$ cat config.mk
export PLATFORM = sky130hd
export DESIGN_NAME = mc_main_control
export DESIGN_NICKNAME = d
export VERILOG_FILES = /design/src/rtl/mc_main_control.sv
export SDC_FILE = /design/constraint.sdc
export NUM_CORES = 1
export LEC_CHECK = 0
export BUFFER_PORTS_ARGS = -buffer_cell sky130_fd_sc_hd__buf_2
export CAP_MARGIN = 30
export CORE_AREA = 8 8 45 47
export DETAILED_ROUTE_END_ITERATION = 8
export DIE_AREA = 0 0 53 55
export PLACE_DENSITY_LB_ADDON = 0.08
export SLEW_MARGIN = 15
export SYNTH_ARGS = -nofsm -noshare
export SYNTH_HDL_FRONTEND = slang
export SYNTH_SLANG_ARGS = --single-unit
$ cat constraint.sdc
create_clock -name clk -period 2.3 [get_ports clk]
set_clock_uncertainty 0.2 [all_clocks]
set_input_delay 0.46 -clock clk [delete_from_list [all_inputs] [get_ports clk]]
set_output_delay 0.46 -clock clk [all_outputs]
set_load 0.005 [all_outputs]
$ cat src/rtl/mc_main_control.sv
// mc_main_control: Moore main control FSM for the multicycle MIPS datapath.
// Walks each instruction through fetch, decode and its execution states, and
// drives every datapath enable, mux select and the 2-bit ALU_Op from the
// current state. illegal_op is a registered one-cycle flag raised on the
// FETCH that follows a DECODE of an unsupported opcode.
module mc_main_control (
  input  logic       clk,
  input  logic       reset,
  input  logic [5:0] Opcode,
  output logic       PCWrite,
  output logic       PCWriteCond,
  output logic       IorD,
  output logic       MemRead,
  output logic       MemWrite,
  output logic       MemtoReg,
  output logic       IRWrite,
  output logic       RegDst,
  output logic       RegWrite,
  output logic       ALUSrcA,
  output logic [1:0] ALUSrcB,
  output logic [1:0] ALU_Op,
  output logic [1:0] PCSource,
  output logic       illegal_op,
  output logic [3:0] State
);

  localparam logic [5:0] OP_RTYPE = 6'b000000;
  localparam logic [5:0] OP_LW    = 6'b100011;
  localparam logic [5:0] OP_SW    = 6'b101011;
  localparam logic [5:0] OP_BEQ   = 6'b000100;
  localparam logic [5:0] OP_J     = 6'b000010;

  typedef enum logic [3:0] {
    S_FETCH    = 4'h0,
    S_DECODE   = 4'h1,
    S_MEMADDR  = 4'h2,
    S_MEMREAD  = 4'h3,
    S_MEMWB    = 4'h4,
    S_MEMWRITE = 4'h5,
    S_EXECUTE  = 4'h6,
    S_RWB      = 4'h7,
    S_BRANCH   = 4'h8,
    S_JUMP     = 4'h9,
    S_RESET    = 4'hF
  } state_t;

  state_t state;
  state_t state_next;
  logic   decode_illegal;

  assign State = state;

  // State register and the registered illegal-opcode pulse.
  always_ff @(posedge clk) begin
    if (reset) begin
      state      <= S_RESET;
      illegal_op <= 1'b0;
    end else begin
      state      <= state_next;
      illegal_op <= decode_illegal;
    end
  end

  // Next-state selection; opcode only matters in DECODE and MEMADDR.
  always_comb begin
    state_next     = S_FETCH;
    decode_illegal = 1'b0;
    case (state)
      S_RESET:  state_next = S_FETCH;
      S_FETCH:  state_next = S_DECODE;
      S_DECODE: begin
        case (Opcode)
          OP_LW, OP_SW: state_next = S_MEMADDR;
          OP_RTYPE:     state_next = S_EXECUTE;
          OP_BEQ:       state_next = S_BRANCH;
          OP_J:         state_next = S_JUMP;
          default: begin
            state_next     = S_FETCH;
            decode_illegal = 1'b1;
          end
        endcase
      end
      S_MEMADDR: begin
        // Opcode is re-checked here; anything but lw/sw abandons the access.
        if (Opcode == OP_LW)      state_next = S_MEMREAD;
        else if (Opcode == OP_SW) state_next = S_MEMWRITE;
        else                      state_next = S_FETCH;
      end
      S_MEMREAD:  state_next = S_MEMWB;
      S_MEMWB:    state_next = S_FETCH;
      S_MEMWRITE: state_next = S_FETCH;
      S_EXECUTE:  state_next = S_RWB;
      S_RWB:      state_next = S_FETCH;
      S_BRANCH:   state_next = S_FETCH;
      S_JUMP:     state_next = S_FETCH;
      default:    state_next = S_FETCH;
    endcase
  end

  // Moore output decode: every control is a pure function of the state.
  always_comb begin
    PCWrite     = 1'b0;
    PCWriteCond = 1'b0;
    IorD        = 1'b0;
    MemRead     = 1'b0;
    MemWrite    = 1'b0;
    MemtoReg    = 1'b0;
    IRWrite     = 1'b0;
    RegDst      = 1'b0;
    RegWrite    = 1'b0;
    ALUSrcA     = 1'b0;
    ALUSrcB     = 2'b00;
    ALU_Op      = 2'b00;
    PCSource    = 2'b00;
    case (state)
      S_FETCH: begin
        MemRead = 1'b1;
        IRWrite = 1'b1;
        PCWrite = 1'b1;
        ALUSrcB = 2'b01;
      end
      S_DECODE: begin
        ALUSrcB = 2'b11;
      end
      S_MEMADDR: begin
        ALUSrcA = 1'b1;
        ALUSrcB = 2'b10;
      end
      S_MEMREAD: begin
        MemRead = 1'b1;
        IorD    = 1'b1;
      end
      S_MEMWB: begin
        RegWrite = 1'b1;
        MemtoReg = 1'b1;
      end
      S_MEMWRITE: begin
        MemWrite = 1'b1;
        IorD     = 1'b1;
      end
      S_EXECUTE: begin
        ALUSrcA = 1'b1;
        ALU_Op  = 2'b10;
      end
      S_RWB: begin
        RegWrite = 1'b1;
        RegDst   = 1'b1;
      end
      S_BRANCH: begin
        ALUSrcA     = 1'b1;
        ALU_Op      = 2'b01;
        PCWriteCond = 1'b1;
        PCSource    = 2'b01;
      end
      S_JUMP: begin
        PCWrite  = 1'b1;
        PCSource = 2'b10;
      end
      default: ;
    endcase
  end

endmodule
# Word-level counts from Yosys, hierarchy flattened
# Cells that the tools add are included.
# word_totals
ff_bits	5
latch_bits	0
ram_bits	0
mem_bits_ro	0
inputBits	8
out_inout_bits	21
wordCells	44
n_memories	0
# op_classes
addsub	0
n_mul	0
n_div	0
magnitude_cmp	0
eq_ne	13
shifts	0
muxes	18
bitwise_logic	1
n_reduce_logical	10
# ops
operator	n
4-bit one-hot mux with 5 select lines	1
4-bit by 3-bit == test with 1-bit output (second input constant)	4
4-bit one-hot mux with 4 select lines	1
6-bit == test (second input constant)	2
2-bit OR reduction	6
1-bit two-way mux	11
4-bit by 2-bit == test with 1-bit output (second input constant)	2
4-bit == test (second input constant)	2
2-bit one-hot mux with 2 select lines	2
6-bit by 2-bit == test with 1-bit output (second input constant)	1
6-bit by 3-bit == test with 1-bit output (second input constant)	1
6-bit logical NOT	1
3-bit two-way mux	2
2-bit one-hot mux with 3 select lines	1
5-bit OR reduction	1
4-bit by 1-bit == test with 1-bit output (second input constant)	1
4-bit logical NOT	1
3-bit OR reduction	1
1-bit inverter	1

# Logic depth before layout (Yosys ltp)
# Gate-level depths: netlist (run 1).
# depth
ltp_word	4
ltp_mapped	5
ltp_nobuf	3

# Least setup slack after synthesis (run 1)
# No wires, ideal clock.
# synth_timing
path_type	reg2out
startpoint	register state[0] (netlist: State[0])
endpoint	output PCSource[0]
t_arrival_ps	1034
required_time_ps	1640
slack_ps	606
stages_incl_launch_ff	5
n_path_buf	3
path_cell_list	dfxtp_1 > buf_2 > buf_2 > nor3_1 > buf_4
# synth_between
elab_chain_len	2
elab_cells_between_ends	3
classes_between	eq/ne (2); mux (1)
# synth_lines
element	line	text
from (decl)	47	state_t state;
from (signal assigned)	59	state <= state_next;
4-bit == test	115	case (state)
2-bit one-hot mux with 2 select lines (*)	115	
to (decl)	22	output logic [1:0] PCSource,
# Every way passes the cells marked *; elsewhere a longest branch is shown, timed or not.

# Final worst setup path (run 1)
# layout_timing
startpoint	register state[2] (netlist: State[2])
endpoint	output IorD
# layout_between
elab_chain_len	3
elab_cells_between_ends	4
classes_between	eq/ne (2); mux (1); reduce/logical (1)
# layout_lines
element	line	text
4-bit by 3-bit == test with 1-bit output / 4-bit by 2-bit == test with 1-bit output (equally long branches)	115	
2-bit OR reduction (no source line) (*)	-	
1-bit two-way mux (*)	115	
to (decl)	12	output logic IorD,
# Marks and branches as above.

==> impl_metrics.py, run 1 <==
metrics = {
    "status": {
        "run_status": "finished clean",
    },
    "sta": {
        "fmax_ghz": 0.466,
        "max-slew-margin-rel_pct": 64.5,
        "hold_violations": 0,
        "grt_setup_unrepaired": "no",
        "tns_ps": 0,
        "finalCritPeriodShare_pct": 93.2,
        "hold_ws_ps": 252,
        "setup-violations-final": 0,
        "tightest_slew_ps": 532,
        "min_period_ps": 2140,
        "report.final.slew_viol_count": 0,
        "setup_ws_ps": 156,
    },
    "critical_path": {
        "crit_path_top_delay_cell": "dfxtp_1",
        "cp.arrival_ps": 1480,
        "cp_slowest_stage_delay_ps": 650,
        "worst_path_most_repeated_cell": "nor2b_1",
        "worstSetupPathType": "reg -> out",
        "critical_path.max_fanout": 15,
        "startpoint_type": "flip-flop",
        "worstPathRequired_ps": 1640,
        "worstPathCellList": "nor2b_1, nor2b_1, nor3b_1, buf_2",
        "crit_path_end_kind": "output pin",
    },
    "clock_network": {
        "numCtsBuffers": 3,
        "clk_latency_ps": 240,
        "cts-root-buf": "clkbuf_4",
        "hold_buffers": 0,
        "h-tree-depth": 1,
        "cts_tree": "yes",
        "clockBufferDepth": 2,
        "postCtsSetupRepairBufs": 0,
        "cts_resized": 0,
        "clkSinkCount": 5,
        "clkSlewWorstSetupHoldPaths_ps": 40,
    },
    "yosys": {
        "synth_edf_count": 0,
        "ys_types": 29,
        "syn_inst": 60,
        "synth_top_family_by_area": "simple AND/OR/NAND/NOR gates",
        "async_flop_share_pct": 0,
        "avgSynthCellArea_um2": 8.07,
        "synthMuxAreaShare_pct": 0,
        "syn_area_um2": 484,
        "yosysSeqAreaShare_pct": 20.7,
        "synthXorXnorAreaFrac_pct": 7.24,
        "synthSimpleGateAreaFrac_pct": 48.8,
        "yosysWarnings": 0,
        "synth-adder-area-share_pct": 0,
        "syn_nets": 68,
        "synth_compound_area_share_pct": 14.7,
        "ys_ff_latch": 5,
        "synth_ff_type": "dfxtp_1",
    },
    "drt": {
        "drtIter0Drc": 9,
        "routed_wl_um": 1350,
        "first_pass_iters": 4,
        "num_vias": 527,
        "avgViaCountPerCell": 5.02,
        "wl_per_cell_um": 12.8,
        "final_antenna_net_count": 0,
        "drc": 0,
    },
    "global_routing": {
        "grt_pass1_vias": 472,
        "overflow": 0,
        "antenna_found_initial": 0,
        "grt_usage_pct": 8.79,
        "grt_max_degree": 16,
        "grt_first_pass_wirelength_um": 2010,
    },
    "die": {
        "rows": 14,
        "die_y_um": 55,
        "top_level_ports": 29,
        "initial_core_util_pct": 35.0,
        "coreArea_um2": 1380,
        "die_w_um": 53,
        "die_area_um2": 2920,
    },
    "power_and_ir_drop": {
        "pwr-share-seq_pct": 37.5,
        "netSwitchingPower_mw": 0.0917,
        "p_int_mw": 0.202,
        "p_comb_share_pct": 28.0,
        "p_leak_nw": 0.316,
        "powerDensity_nw_per_um2": 451,
        "ir_drop_v": 0.000415,
        "p_clk_share_pct": 34.5,
        "power_mw": 0.294,
        "switching_share_pct": 31.2,
    },
    "placed_design": {
        "dp_hpwl_um": 1060,
        "io_buffers": 28,
        "pre_cts_ws_ps": 384,
        "gp_congestion": 0.785,
    },
    "final_layout": {
        "nNetsFinal": 98,
        "utilization_pct": 47.1,
        "mostFrequentLayoutCell": "buf_2",
        "syn_to_final_growth_pct": 34.6,
        "drive_gt1_share_pct": 41.6,
        "antenna_cells": 0,
        "final_cell_mix": "buf_2, nor3_1, nor2_1",
    },
    "hold_path": {
        "hold_path.class": "in -> reg",
    },
    "job": {
        "cap_viol_max_count": 0,
    },
}
worst paths after layout:
check	from	endpoint	slack, ps	cells past startpoint
setup reg to reg	State[0]	State[0]	640	4
setup / recovery	State[2]	IorD	160	4
hold reg to reg	State[0]	State[2]	560	2
hold / removal	reset	State[3]	250	2
synth_stat cells (all sizes together) (2+ instances only):
library cell | count | share of area [%]
nor2 | 7 | 5.4
nor2b | 3 | 4.4
xor2 | 2 | 3.6
nor3b | 3 | 5.7
and4bb | 2 | 5.2
dfxtp | 5 | 21
o211ai | 2 | 3.1
nand2b | 5 | 6.5
nor3 | 7 | 7.2
xnor2 | 2 | 3.6
buf | 6 | 8.5
nand4 | 2 | 2.6
nor4 | 2 | 2.6
final cells by class:
cell class / count / area (um^2)
Timing Repair Buffer: 31 / 163
Tap cell: 16 / 20.0
Fill cell: 158 / 732
Clock buffer: 4 / 26.3
Sequential cell: 5 / 100
Multi-Input combinational cell: 49 / 343
metal layers:
layer	up-vias	global-route usage, %	share of wire (%)
li1	280	-	-
met1	227	10.2	47
met2	20	14.6	42
met3	0	4.28	11
met4	0	1.29	0
met5	-	0	0
power groups by stage:
stage          Sequential [mW]  Clock (mW)  Combinational (mW)
6_report                 0.110       0.102              0.0822
5_1_grt                  0.112       0.112              0.0914
4_1_cts                  0.111       0.106              0.0840
3_5_place_dp             0.112           0              0.0837
3_3_place_gp             0.111           0              0.0834
2_1_floorplan            0.102           0              0.0607
kinds of logic after synthesis:
| kind of cell | Yosys count |
|---|---|
| and+or+nand+nor | 35 |
| AOI/OAI and AO/OA | 10 |
| buffers and inverters | 6 |
| DFF | 5 |
| xor gates and xnor gates | 4 |
registers in the layout, indices dropped and copies added (netlist names):
signal,count
illegal_op,1
State,4
stage by stage:
stage | instances | instance area (um^2)
3_3_place_gp | 101 | 626
6_report | 105 | 652
2_1_floorplan | 60 | 484
5_1_grt | 105 | 652
4_1_cts | 105 | 652
3_5_place_dp | 101 | 626
worst max-delay path, delay by kind of cell, from the launching register on:
kind | cells | cell delay, ps
DFF | 1 | 650
and+or+nand+nor | 3 | 460
buffers and inverters | 1 | 140
No activity file was read; power rests on OpenSTA's default activity.
==> run 2, diff against run 1 <==
==> constraint.sdc (replaced) <==
create_clock -name clk -period 2.15 [get_ports clk]
set_clock_uncertainty 0.2 [all_clocks]
set_input_delay 0.43 -clock clk [delete_from_list [all_inputs] [get_ports clk]]
set_output_delay 0.43 -clock clk [all_outputs]
set_load 0.005 [all_outputs]
==> impl_metrics.py, run 2 (same netlist as run 1, synthesis figures left out) <==
metrics = {
    "clock_network": {
        "clk_latency_ps": 240,
        "cts-root-buf": "clkbuf_4",
        "clockBufferDepth": 2,
        "clkSlewWorstSetupHoldPaths_ps": 40,
        "hold_buffers": 0,
        "cts_resized": 0,
        "numCtsBuffers": 3,
        "cts_tree": "yes",
        "clkSinkCount": 5,
        "h-tree-depth": 1,
        "postCtsSetupRepairBufs": 0,
    },
    "critical_path": {
        "rrSetupSlack_ps": 710,
        "critPathTopFamily": "flip-flops",
        "cp_slowest_stage_delay_ps": 510,
        "cp.depth": 4,
        "timing.rr.end": "State[0]",
        "rr_startpoint": "State[3]",
        "startpoint_type": "flip-flop",
        "crit_path_end_kind": "output pin",
        "crit_path_top_delay_cell": "dfxtp_1",
        "worstSetupPathType": "reg -> out",
        "worstPathRequired_ps": 1520,
        "worstPathCellList": "nor2b_1, nor2b_1, nor3b_1, buf_2",
        "reg2reg_depth": 4,
        "cp_num_buf_inv": 1,
        "worst_path_most_repeated_cell": "nor2b_1",
        "cp.arrival_ps": 1340,
        "critical_path.max_fanout": 9,
    },
    "final_layout": {
        "drive_gt1_share_pct": 42.9,
        "nNetsFinal": 100,
        "nFillCells": 158,
        "antenna_cells": 0,
        "largest_register_ff_count": 4,
        "final_cell_mix": "buf_2, nor3_1, nor2_1",
        "syn_to_final_growth_pct": 37.7,
        "mostFrequentLayoutCell": "buf_2",
    },
    "drt": {
        "wirelength_met1_um": 558,
        "drtIter0Drc": 7,
        "first_pass_iters": 4,
        "final_antenna_net_count": 0,
        "route.met2.wl_um": 608,
        "highest_layer": "met3",
        "met3_length_um": 166,
        "num_vias": 547,
        "wl_per_cell_um": 12.5,
        "routed_wl_um": 1330,
        "avgViaCountPerCell": 5.11,
        "drc": 0,
    },
    "sta": {
        "grt_setup_unrepaired": "no",
        "setup-violations-final": 0,
        "setup_ws_ps": 178,
        "tightest_slew_ps": 460,
        "report.final.slew_viol_count": 0,
        "min_period_ps": 1970,
        "max-slew-margin-rel_pct": 69.0,
        "finalCritPeriodShare_pct": 91.7,
        "tns_ps": 0,
        "hold_ws_ps": 217,
        "fmax_ghz": 0.507,
        "hold_violations": 0,
    },
    "global_routing": {
        "grt_usage_pct": 9.24,
        "overflow": 0,
        "grt_first_pass_wirelength_um": 2040,
        "grt_pass1_vias": 486,
        "antenna_found_initial": 0,
        "grt_max_degree": 11,
    },
    "job": {
        "cap_viol_max_count": 0,
    },
    "hold_path": {
        "hold_start": "reset",
        "hold_end": "State[3]",
        "hold_depth": 2,
        "hold_path.class": "in -> reg",
    },
    "placed_design": {
        "dp_hpwl_um": 1060,
        "io_buffers": 28,
        "gp_congestion": 0.780,
        "pre_cts_ws_ps": 419,
    },
    "power_and_ir_drop": {
        "p_leak_nw": 0.326,
        "power_mw": 0.320,
        "powerDensity_nw_per_um2": 479,
        "ir_drop_v": 0.000281,
    },
    "die": {
        "coreArea_um2": 1380,
        "die_y_um": 55,
        "top_level_ports": 29,
        "die_w_um": 53,
        "initial_core_util_pct": 35.0,
        "rows": 14,
        "die_area_um2": 2920,
    },
    "status": {
        "run_status": "finished clean",
    },
}
-- run 2: changes by cell type in the layout (fill, tap and decap cells not counted), sizes merged --
| cell | change |
|---|---|
| buf | +2 |
-- run 2: layout make-up --
class | count | area (um^2) | area share [%]
clock buffer | 4 | 26.3 | 3.94
tap | 16 | 20.0 | 3.00
timing repair buffer | 33 | 178 | 26.6
multi-input combinational | 49 | 343 | 51.4
sequential | 5 | 100 | 15.0
-- run 2: worst max path at each step --
stage / startpoint / endpoint / slack (ps)
floorplan: State[0] / PCSource[0] / 490
global placement: State[2] / IorD / 450
detailed placement: State[2] / IorD / 420
CTS: State[2] / IorD / 160
global route: State[2] / IorD / 0.1
finish: State[2] / IorD / 180
-- run 2: routing by layer --
metal / track usage (%) / up-vias
li1: - / 283
met1: 10.2 / 244
met2: 14.8 / 20
met3: 4.55 / 0
met4: 3.88 / 0
met5: 0 / -
-- run 2: report_power, final --
| group | leakage [nW] | total [mW] | internal (mW) | switching, mW |
|---|---|---|---|---|
| Clock | 0.0150 | 0.109 | 0.0702 | 0.0393 |
| Sequential | 0.0418 | 0.111 | 0.0989 | 0.0125 |
| Combinational | 0.269 | 0.0987 | 0.0507 | 0.0481 |
-- run 2: metrics by stage --
step           cell area (um^2)  cells  utilization, %
4_1_cts                     667    107            48.2
3_5_place_dp                641    103            46.3
6_report                    667    107            48.2
3_3_place_gp                641    103            46.3
5_1_grt                     667    107            48.2
2_1_floorplan               484     60               -
